### config.mk
export PLATFORM = sky130hd
export DESIGN_NAME = ase_pcie_ss_tx_pkt_fifo_flat
export DESIGN_NICKNAME = d
export VERILOG_FILES = /design/src/rtl/ase_pcie_ss_tx_pkt_fifo_pkg.sv /design/src/rtl/ase_pcie_ss_tx_pkt_fifo_if.sv /design/src/rtl/ase_pcie_ss_tx_pkt_fifo_ram.sv /design/src/rtl/ase_pcie_ss_tx_pkt_fifo.sv /design/src/flat_wrapper.sv
export SDC_FILE = /design/constraint.sdc
export NUM_CORES = 1
export LEC_CHECK = 0
export CELL_PAD_IN_SITES_DETAIL_PLACEMENT = 1
export CELL_PAD_IN_SITES_GLOBAL_PLACEMENT = 1
export CORE_UTILIZATION = 50
export CTS_CLUSTER_SIZE = 8
export DETAILED_ROUTE_END_ITERATION = 16
export PLACE_DENSITY = 0.72
export SETUP_SLACK_MARGIN = 0.15
export SLEW_MARGIN = 20
export SYNTH_ARGS = -nofsm -noshare
export SYNTH_HDL_FRONTEND = slang
export SYNTH_SLANG_ARGS = --single-unit
### constraint.sdc
create_clock -name clk -period 8.75 [get_ports clk]
set_input_delay 0.875 -clock clk [delete_from_list [all_inputs] [get_ports clk]]
set_output_delay 0.875 -clock clk [all_outputs]
set_load 0.02 [all_outputs]
### src/rtl/ase_pcie_ss_tx_pkt_fifo_pkg.sv
// Stream widths for the PCIe SS emulator TX path and the stored FIFO entry layout.
package ofs_pcie_ss_cfg_pkg;
   localparam int TDATA_WIDTH        = 64;
   localparam int TKEEP_WIDTH        = TDATA_WIDTH / 8;
   localparam int TUSER_VENDOR_WIDTH = 10;
endpackage

package ase_pcie_ss_pkg;
   import ofs_pcie_ss_cfg_pkg::*;

   typedef struct packed {
      logic [TDATA_WIDTH-1:0]        tdata;
      logic [TKEEP_WIDTH-1:0]        tkeep;
      logic                          tlast;
      logic [TUSER_VENDOR_WIDTH-1:0] tuser_vendor;
   } t_ase_pcie_ss_tx_fifo_entry;
endpackage

### src/rtl/ase_pcie_ss_tx_pkt_fifo_if.sv
// AXI-Stream TLP bus between AFU, TX packet FIFO and emulator sink.
interface pcie_ss_axis_if;
   import ofs_pcie_ss_cfg_pkg::*;

   logic                          tvalid;
   logic                          tready;
   logic [TDATA_WIDTH-1:0]        tdata;
   logic [TKEEP_WIDTH-1:0]        tkeep;
   logic                          tlast;
   logic [TUSER_VENDOR_WIDTH-1:0] tuser_vendor;

   modport source (output tvalid, tdata, tkeep, tlast, tuser_vendor, input tready);
   modport sink   (input tvalid, tdata, tkeep, tlast, tuser_vendor, output tready);
endinterface

### src/rtl/ase_pcie_ss_tx_pkt_fifo_ram.sv
// Beat storage: one write port, asynchronous read of the head entry; contents are never reset.
module ase_pcie_ss_fifo_ram
   import ase_pcie_ss_pkg::*;
#(
   parameter int DEPTH = 16
) (
   input  logic                       clk,
   input  logic                       we_i,
   input  logic [$clog2(DEPTH)-1:0]   waddr_i,
   input  t_ase_pcie_ss_tx_fifo_entry wdata_i,
   input  logic [$clog2(DEPTH)-1:0]   raddr_i,
   output t_ase_pcie_ss_tx_fifo_entry rdata_o
);
   t_ase_pcie_ss_tx_fifo_entry mem_q [DEPTH];

   always_ff @(posedge clk) begin
      if (we_i) mem_q[waddr_i] <= wdata_i;
   end

   assign rdata_o = mem_q[raddr_i];
endmodule

### src/rtl/ase_pcie_ss_tx_pkt_fifo.sv
// AFU->host TLP buffer that absorbs sink stalls and can hold packets until their tlast is stored.
module ase_pcie_ss_tx_pkt_fifo
   import ase_pcie_ss_pkg::*;
#(
   parameter int DEPTH             = 16,
   parameter bit STORE_AND_FORWARD = 1'b0
) (
   input  logic                     clk,
   input  logic                     SoftReset,
   pcie_ss_axis_if.sink             afu_tx_if,
   pcie_ss_axis_if.source           host_tx_if,
   output logic [$clog2(DEPTH):0]   occupancy,
   output logic [$clog2(DEPTH):0]   pkt_count,
   output logic                     err_long_pkt,
   output logic                     err_null_keep
);
   localparam int AW = $clog2(DEPTH);
   localparam int CW = AW + 1;
   localparam logic [CW-1:0] FULL = CW'(DEPTH);

   logic [AW-1:0] wr_ptr_q, wr_ptr_d, rd_ptr_q, rd_ptr_d;
   logic [CW-1:0] occ_q, occ_d, pkt_q, pkt_d;
   logic          tready_q, tready_d;
   logic          draining_q, draining_d;
   logic          err_long_q, err_long_d, err_null_q, err_null_d;
   logic          tready, tvalid, push, pop, push_last, pop_last, esc_now;
   t_ase_pcie_ss_tx_fifo_entry wr_entry, head;

   assign wr_entry.tdata        = afu_tx_if.tdata;
   assign wr_entry.tkeep        = afu_tx_if.tkeep;
   assign wr_entry.tlast        = afu_tx_if.tlast;
   assign wr_entry.tuser_vendor = afu_tx_if.tuser_vendor;

   ase_pcie_ss_fifo_ram #(.DEPTH(DEPTH)) u_ram (
      .clk     (clk),
      .we_i    (push),
      .waddr_i (wr_ptr_q),
      .wdata_i (wr_entry),
      .raddr_i (rd_ptr_q),
      .rdata_o (head)
   );

   // tready comes from a flop so the sink's tready never reaches the AFU combinationally.
   assign tready    = tready_q && !SoftReset;
   assign push      = afu_tx_if.tvalid && tready;
   assign pop       = tvalid && host_tx_if.tready;
   assign push_last = push && afu_tx_if.tlast;
   assign pop_last  = pop && head.tlast;

   // A full FIFO with no complete packet can never release one: fall back to cut-through.
   assign esc_now = STORE_AND_FORWARD && (occ_q == FULL) && (pkt_q == '0);

   always_comb begin
      tvalid = (occ_q != '0);
      if (STORE_AND_FORWARD) tvalid = tvalid && ((pkt_q != '0) || draining_q || esc_now);
      if (SoftReset) tvalid = 1'b0;
   end

   always_comb begin
      wr_ptr_d   = wr_ptr_q;
      rd_ptr_d   = rd_ptr_q;
      occ_d      = occ_q;
      pkt_d      = pkt_q;
      draining_d = draining_q;
      err_long_d = err_long_q;
      err_null_d = err_null_q;
      if (push) wr_ptr_d = wr_ptr_q + AW'(1);
      if (pop)  rd_ptr_d = rd_ptr_q + AW'(1);
      if (push && !pop)      occ_d = occ_q + CW'(1);
      else if (!push && pop) occ_d = occ_q - CW'(1);
      if (push_last && !pop_last)      pkt_d = pkt_q + CW'(1);
      else if (!push_last && pop_last) pkt_d = pkt_q - CW'(1);
      if (pop) draining_d = !head.tlast;
      if (esc_now) err_long_d = 1'b1;
      if (push && (afu_tx_if.tkeep == '0)) err_null_d = 1'b1;
      tready_d = (occ_d < FULL);
   end

   always_ff @(posedge clk) begin
      if (SoftReset) begin
         wr_ptr_q   <= '0;
         rd_ptr_q   <= '0;
         occ_q      <= '0;
         pkt_q      <= '0;
         tready_q   <= 1'b1;
         draining_q <= 1'b0;
         err_long_q <= 1'b0;
         err_null_q <= 1'b0;
      end else begin
         wr_ptr_q   <= wr_ptr_d;
         rd_ptr_q   <= rd_ptr_d;
         occ_q      <= occ_d;
         pkt_q      <= pkt_d;
         tready_q   <= tready_d;
         draining_q <= draining_d;
         err_long_q <= err_long_d;
         err_null_q <= err_null_d;
      end
   end

   assign afu_tx_if.tready        = tready;
   assign host_tx_if.tvalid       = tvalid;
   assign host_tx_if.tdata        = tvalid ? head.tdata : '0;
   assign host_tx_if.tkeep        = tvalid ? head.tkeep : '0;
   assign host_tx_if.tlast        = tvalid && head.tlast;
   assign host_tx_if.tuser_vendor = tvalid ? head.tuser_vendor : '0;

   assign occupancy     = SoftReset ? '0 : occ_q;
   assign pkt_count     = SoftReset ? '0 : pkt_q;
   assign err_long_pkt  = err_long_q && !SoftReset;
   assign err_null_keep = err_null_q && !SoftReset;
endmodule
### src/flat_wrapper.sv
// flat-port wrapper written by rule: the top's interface ports become plain ports
module ase_pcie_ss_tx_pkt_fifo_flat import ase_pcie_ss_pkg::*;
#(
   parameter int DEPTH             = 16,
   parameter bit STORE_AND_FORWARD = 1'b0
)
  (clk, SoftReset, occupancy, pkt_count, err_long_pkt, err_null_keep, afu_tx_if_tvalid, afu_tx_if_tdata, afu_tx_if_tkeep, afu_tx_if_tlast, afu_tx_if_tuser_vendor, afu_tx_if_tready, host_tx_if_tvalid, host_tx_if_tdata, host_tx_if_tkeep, host_tx_if_tlast, host_tx_if_tuser_vendor, host_tx_if_tready);
  pcie_ss_axis_if afu_tx_if_i ();
  pcie_ss_axis_if host_tx_if_i ();
  input  logic clk;
  input  logic SoftReset;
  output logic [$clog2(DEPTH):0] occupancy;
  output logic [$clog2(DEPTH):0] pkt_count;
  output logic err_long_pkt;
  output logic err_null_keep;
  input wire logic [$bits(afu_tx_if_i.tvalid)-1:0] afu_tx_if_tvalid;
  input wire logic [$bits(afu_tx_if_i.tdata)-1:0] afu_tx_if_tdata;
  input wire logic [$bits(afu_tx_if_i.tkeep)-1:0] afu_tx_if_tkeep;
  input wire logic [$bits(afu_tx_if_i.tlast)-1:0] afu_tx_if_tlast;
  input wire logic [$bits(afu_tx_if_i.tuser_vendor)-1:0] afu_tx_if_tuser_vendor;
  output wire logic [$bits(afu_tx_if_i.tready)-1:0] afu_tx_if_tready;
  output wire logic [$bits(host_tx_if_i.tvalid)-1:0] host_tx_if_tvalid;
  output wire logic [$bits(host_tx_if_i.tdata)-1:0] host_tx_if_tdata;
  output wire logic [$bits(host_tx_if_i.tkeep)-1:0] host_tx_if_tkeep;
  output wire logic [$bits(host_tx_if_i.tlast)-1:0] host_tx_if_tlast;
  output wire logic [$bits(host_tx_if_i.tuser_vendor)-1:0] host_tx_if_tuser_vendor;
  input wire logic [$bits(host_tx_if_i.tready)-1:0] host_tx_if_tready;
  assign afu_tx_if_i.tvalid = afu_tx_if_tvalid;
  assign afu_tx_if_i.tdata = afu_tx_if_tdata;
  assign afu_tx_if_i.tkeep = afu_tx_if_tkeep;
  assign afu_tx_if_i.tlast = afu_tx_if_tlast;
  assign afu_tx_if_i.tuser_vendor = afu_tx_if_tuser_vendor;
  assign afu_tx_if_tready = afu_tx_if_i.tready;
  assign host_tx_if_tvalid = host_tx_if_i.tvalid;
  assign host_tx_if_tdata = host_tx_if_i.tdata;
  assign host_tx_if_tkeep = host_tx_if_i.tkeep;
  assign host_tx_if_tlast = host_tx_if_i.tlast;
  assign host_tx_if_tuser_vendor = host_tx_if_i.tuser_vendor;
  assign host_tx_if_i.tready = host_tx_if_tready;
  ase_pcie_ss_tx_pkt_fifo #(.DEPTH(DEPTH), .STORE_AND_FORWARD(STORE_AND_FORWARD)) u_core (.clk(clk), .SoftReset(SoftReset), .afu_tx_if(afu_tx_if_i), .host_tx_if(host_tx_if_i), .occupancy(occupancy), .pkt_count(pkt_count), .err_long_pkt(err_long_pkt), .err_null_keep(err_null_keep));
endmodule
# Word-level counts from Yosys, hierarchy flattened
# Memories as Yosys holds them, arrays and structs flattened. A register that Yosys moved wholly into a read port is not among the register bits.
# Cells that the tools add are included.
dict set report word_totals {
  ff_bits 20
  latchBits 0
  ram_bits 1328
  romBits 0
  input_bits 87
  out_inout_bits 97
  memories 1
}
# name depth width rd rd_clocked_by_memory_dff wr line
set memory_table {}
lappend memory_table {u_core.u_ram.mem_q 16 83 1 1 1 ase_pcie_ss_tx_pkt_fifo_ram.sv:14} ;# t_ase_pcie_ss_tx_fifo_entry mem_q [DEPTH];
dict set report classes {
  add_sub_neg 6
  mul 0
  div 0
  n_lt_le_gt_ge 1
  eq_ne 0
  n_shift 0
  mux 14
  bitwise_logic 0
  reduce_logical 20
}
# cell n
set op_table {}
lappend op_table {{2-to-1 mux 64 bit} 1}
lappend op_table {{2-to-1 mux 5 bit} 6}
lappend op_table {{logical AND 1 bit} 12}
lappend op_table {{adder 5 x 1 -> 5 bit, second input constant} 2}
lappend op_table {{2-to-1 mux 10 bit} 1}
lappend op_table {{subtractor 5 x 1 -> 5 bit, second input constant} 2}
lappend op_table {{adder 4 x 1 -> 4 bit, second input constant} 2}
lappend op_table {{logical NOT 8 bit} 1}
lappend op_table {{2-to-1 mux 4 bit} 2}
lappend op_table {{2-to-1 mux 8 bit} 1}
lappend op_table {{logical NOT 1 bit} 5}
lappend op_table {{less-than comparator 5 bit, second input constant} 1}
lappend op_table {{nonzero test 5 bit} 1}
lappend op_table {{2-to-1 mux 1 bit} 3}
lappend op_table {{nonzero test 2 bit} 1}

# Longest topological paths before layout
dict set report depth {
  word_depth 8
  depth_mapped 16
}

# Cells and area by module
# From an unflattened synthesis, not the netlist that was laid out.
dict set report hier_totals {
  cells_unflattened 2289
  area_unflattened_um2 51431.8
}
# module instances cells_per_inst area_each_um2 seq_area_each_um2
set by_module_without_submodules {}
lappend by_module_without_submodules {ase_pcie_ss_fifo_ram 1 2046 49648.9 39878.2}
lappend by_module_without_submodules {ase_pcie_ss_tx_pkt_fifo 1 243 1783.0 400.4}

# Worst setup path after synthesis
# Ideal clock, no wire load.
dict set report synth_timing {
  path_kind {input to register}
  from {in SoftReset}
  to {mem u_core.u_ram.mem_q[0][0] in the netlist's numbering (enable)}
  setup_time_ns 0.626
  t_arrival_ns 7.172
  path_slack_ns 0.952
  path_stages 4
  path_buffers 1
  cell_sequence {and3b_1 clkbuf_1 nand2_1 nor3_1}
}
dict set report synth_via {
  elab_chain_len 5
}
# element line
set synth_rtl {}
lappend synth_rtl {{from (decl)} flat_wrapper.sv:11} ;# input logic SoftReset;
lappend synth_rtl {{logical NOT 1 bit} ase_pcie_ss_tx_pkt_fifo.sv:44} ;# assign tready = tready_q && !SoftReset;
lappend synth_rtl {{logical AND 1 bit} ase_pcie_ss_tx_pkt_fifo.sv:44}
lappend synth_rtl {{logical AND 1 bit} ase_pcie_ss_tx_pkt_fifo.sv:45} ;# assign push = afu_tx_if.tvalid && tready;
lappend synth_rtl {{net u_core.push} ase_pcie_ss_tx_pkt_fifo.sv:26} ;# logic tready, tvalid, push, pop, push_last, pop_last, esc_now;
lappend synth_rtl {{2-to-1 mux 1 bit} ase_pcie_ss_tx_pkt_fifo_ram.sv:17} ;# if (we_i) mem_q[waddr_i] <= wdata_i;
lappend synth_rtl {{2-to-1 mux 1 bit (not written as such)} ase_pcie_ss_tx_pkt_fifo_ram.sv:17}
lappend synth_rtl {{to (decl)} ase_pcie_ss_tx_pkt_fifo_ram.sv:14}
# The timed path passes the listed nets, and every way through them passes these cells.

==> impl_metrics.env <==
export IMPL_synthXorXnorAreaFrac_pct=0.1516
export IMPL_layout_nets=2669
export IMPL_r2r_slack_ns=4.14
export IMPL_grt_remaining_overflow=0
export IMPL_place_ws_ns=3.347
export IMPL_cts_resized=0
export IMPL_core_sq_um=102500
export IMPL_criticalPathCategory="register to output pin"
export IMPL_fin_crit_sh_pct=70.10
export IMPL_status="finished, final reports clean"
export IMPL_rows=117
export IMPL_hold_violations=0
export IMPL_first_global_vias=27090
export IMPL_synthMuxAreaShare_pct=15.99
export IMPL_drt_iter0_markers=2587
export IMPL_drt_pass1_iter_count=7
export IMPL_io_pins=184
export IMPL_p_leak_nw=18.79
export IMPL_setup_violations=0
export IMPL_cp_start_kind="register"
export IMPL_slew_headroom_pct=27.30
export IMPL_power_density_nw_per_um2=234.8
export IMPL_p_sw_share_pct=20.63
export IMPL_skew_ns=0.03620
export IMPL_place_area_sq_um=55430
export IMPL_period_needed_ns=6.134
export IMPL_synth_adder_area_share_pct=0.3754
export IMPL_worstMarginPinSlew_ns=1.091
export IMPL_wl_per_cell_um=32.05
export IMPL_drv_cap=0
export IMPL_die_h_um=324.5
export IMPL_drive_above_1_share_pct=23.70
export IMPL_cts_root_buffer="clkbuf_16"
export IMPL_ant_nets=0
export IMPL_die_width_um=324.5
export IMPL_yosysUniqueCellTypes=48
export IMPL_grt_max_degree=127
export IMPL_p_sw_mw=2.928
export IMPL_syn_to_final_growth_pct=16.28
export IMPL_ir_drop_uv=167.7
export IMPL_cp_max_fo=89
export IMPL_fin_ws_ns=2.616
export IMPL_route_detailed_drc=0
export IMPL_clockBufferDepth=3
export IMPL_power_share_clock_pct=44.8
export IMPL_slew_viol_final=0
export IMPL_finalPower_mw=14.20
export IMPL_post_cts_buffers=0
export IMPL_seq_power_share_pct=50.8
export IMPL_ys_seq_elements=1352
export IMPL_netlist_area_sq_um=51990
export IMPL_internal_power_mw=11.27
export IMPL_netlist_instances=2283
export IMPL_via_per_inst=6.276
export IMPL_cts_sinks=1352
export IMPL_grt_setup_unrepaired="no"
export IMPL_cts_tree="built"
export IMPL_grt_pass1_wl_um=185700
export IMPL_required_ns=7.88
export IMPL_crit_arrival_ns=5.26
export IMPL_vias=24930
export IMPL_yosys_area_share_simple_pct=1.624
export IMPL_antenna_found_initial=12
export IMPL_syn_nets=2385
export IMPL_routed_wl_um=127300
export IMPL_utilization_pct=59.00
export IMPL_avgSynthCellArea_sq_um=22.77
export IMPL_cts_clk_slew_worst_paths_ns=0.06
export IMPL_place_congestion=0.7191
export IMPL_finalNonFillerCells=3972
export IMPL_cp_end_kind="output pin"
export IMPL_fmax_mhz=163.0
export IMPL_yosysWarnings=0
export IMPL_design_area_sq_um=60450
export IMPL_grt_usage_pct=24.49
export IMPL_postCtsHoldBufs=0
export IMPL_place_port_buffers=182
export IMPL_hp_class="register to register"
export IMPL_start_util_pct=50.74
export IMPL_cts_buffers=187
export IMPL_ys_seq_area_share_pct=77.63
export IMPL_power_frac_comb_pct=4.5
export IMPL_dp_hpwl_um=63610
export IMPL_synth_top_family_by_area="multiplexers"
export IMPL_dp_cells=3746
export IMPL_whs_ns=0.4870
export IMPL_dieArea_sq_um=105300
export IMPL_cts_htree_levels=4
export IMPL_tns_ns=0
export IMPL_clock_latency_ns=0.79
export IMPL_synth_compound_area_share_pct=2.676
power by group through the flow:
stage	sequential (mW)	clock [mW]	combinational [mW]
global route	7.20	6.68	0.678
finish	7.20	6.36	0.634
global placement	7.32	0	0.616
CTS	7.21	6.46	0.644
floorplan	7.32	0	0.356
detailed placement	7.33	0	0.640
worst max-delay path, cell delays in order, from the launching register on:
cell,delay (ns)
dfxtp_4,0.84
buf_12,0.68
buf_4,0.91
mux4_2,0.36
nor2b_1,0.15
a211oi_1,0.07
a211oi_1,0.57
clkdlybuf4s50_1,0.73
state kept, by name, summed over array words and instances, names as in the netlist, named ones only:
register / flops
u_core.wr_ptr_q: 4
u_core.tready_q: 1
u_core.err_null_q: 1
u_core.u_ram.mem_q: 1328
u_core.pkt_q: 5
u_core.occ_q: 5
u_core.rd_ptr_q: 4
layout by cell type, fill, tap and decap left out, types with 3 or more instances in the layout:
| cell | netlist | layout |
|---|---|---|
| a211oi_1 | 116 | 116 |
| a211oi_2 | 8 | 8 |
| a21oi_1 | 7 | 7 |
| a22oi_1 | 22 | 22 |
| buf_12 | 0 | 13 |
| buf_4 | 21 | 34 |
| clkbuf_1 | 42 | 18 |
| clkbuf_16 | 0 | 190 |
| clkdlybuf4s50_1 | 0 | 182 |
| clkinv_16 | 0 | 3 |
| clkinv_8 | 0 | 3 |
| dfxtp_1 | 24 | 20 |
| dfxtp_4 | 0 | 4 |
| diode_2 | 0 | 5 |
| edfxtp_1 | 1328 | 1328 |
| ha_1 | 14 | 14 |
| inv_1 | 10 | 9 |
| inv_6 | 0 | 6 |
| mux2i_1 | 87 | 87 |
| mux4_2 | 330 | 330 |
| nand2_1 | 14 | 14 |
| nand2b_1 | 8 | 8 |
| nand3_1 | 3 | 3 |
| nand4_1 | 3 | 3 |
| nor2_1 | 34 | 22 |
| nor2_4 | 0 | 12 |
| nor2b_1 | 72 | 72 |
| nor3_2 | 0 | 5 |
| o21ai_0 | 11 | 11 |
| o21ai_1 | 16 | 16 |
| xnor2_1 | 5 | 5 |
| xor2_1 | 4 | 4 |
metal layers:
| layer | routed length [um] | GRT usage [%] |
|---|---|---|
| met1 | 53170 | 33.74 |
| met3 | 7243 | 4.739 |
| met5 | 78 | 0 |
| met2 | 64490 | 40.44 |
| met4 | 2296 | 6.429 |
cell usage after synthesis, drive strengths merged:
cell / instances / share of area [%]
inv: 12 / 0.087
o21ai: 27 / 0.26
nand2: 14 / 0.10
a32oi: 1 / 0.017
and3b: 1 / 0.017
nand3: 3 / 0.029
o31ai: 1 / 0.014
buf: 91 / 1.1
and2: 1 / 0.012
nand2b: 8 / 0.096
conb: 1 / 0.0072
mux2i: 87 / 1.7
or3: 2 / 0.024
clkbuf: 43 / 0.32
a221oi: 1 / 0.017
a21o: 2 / 0.029
nor2: 34 / 0.25
o211ai: 2 / 0.029
nor3b: 1 / 0.014
fa: 1 / 0.039
a2bb2oi: 1 / 0.017
xnor2: 5 / 0.084
nor4: 2 / 0.024
a21oi: 7 / 0.067
dfxtp: 24 / 0.92
edfxtp: 1328 / 77
ha: 14 / 0.34
nor4b: 2 / 0.075
or4: 1 / 0.014
mux4: 330 / 14
xor2: 4 / 0.067
nor3: 6 / 0.058
a22oi: 22 / 0.32
a31oi: 2 / 0.024
nand4: 3 / 0.036
mux2: 1 / 0.022
o41ai: 1 / 0.017
a211oi: 124 / 1.9
or2: 1 / 0.012
nor2b: 72 / 0.87
final timing paths:
kind / cells after the start / startpoint / to
setup / recovery: 7 / register / host_tx_if_tkeep[2]
hold / removal: 2 / u_core.err_null_q$_SDFFE_PP0P_ / u_core.err_null_q$_SDFFE_PP0P_
hold reg to reg: 2 / u_core.err_null_q$_SDFFE_PP0P_ / u_core.err_null_q$_SDFFE_PP0P_
setup reg to reg: 13 / register / u_core.pkt_q[4]$_SDFFE_PP0P_
cells by family (layout without fill, tap and decap cells):
group                      after synthesis  in the layout
adders and majority gates               15             15
AOI/OAI and AO/OA                      191            191
buffers and inverters                  146            462
DFF                                   1352           1352
and+or+nand+nor                        151            151
muxes                                  418            418
other                                    1              6
xor gates and xnor gates                 9              9
final cells by class:
cell class	instances	area [sq um]
tap	1368	1712
multi-input combinational	785	10950
antenna	5	12.51
clock buffer	208	4822
timing repair buffer	229	2337
inverter	12	50.05
clock inverter	13	192.7
fill	8440	42020
sequential	1352	40370
Note: power is estimated with default switching activity, not from simulation.
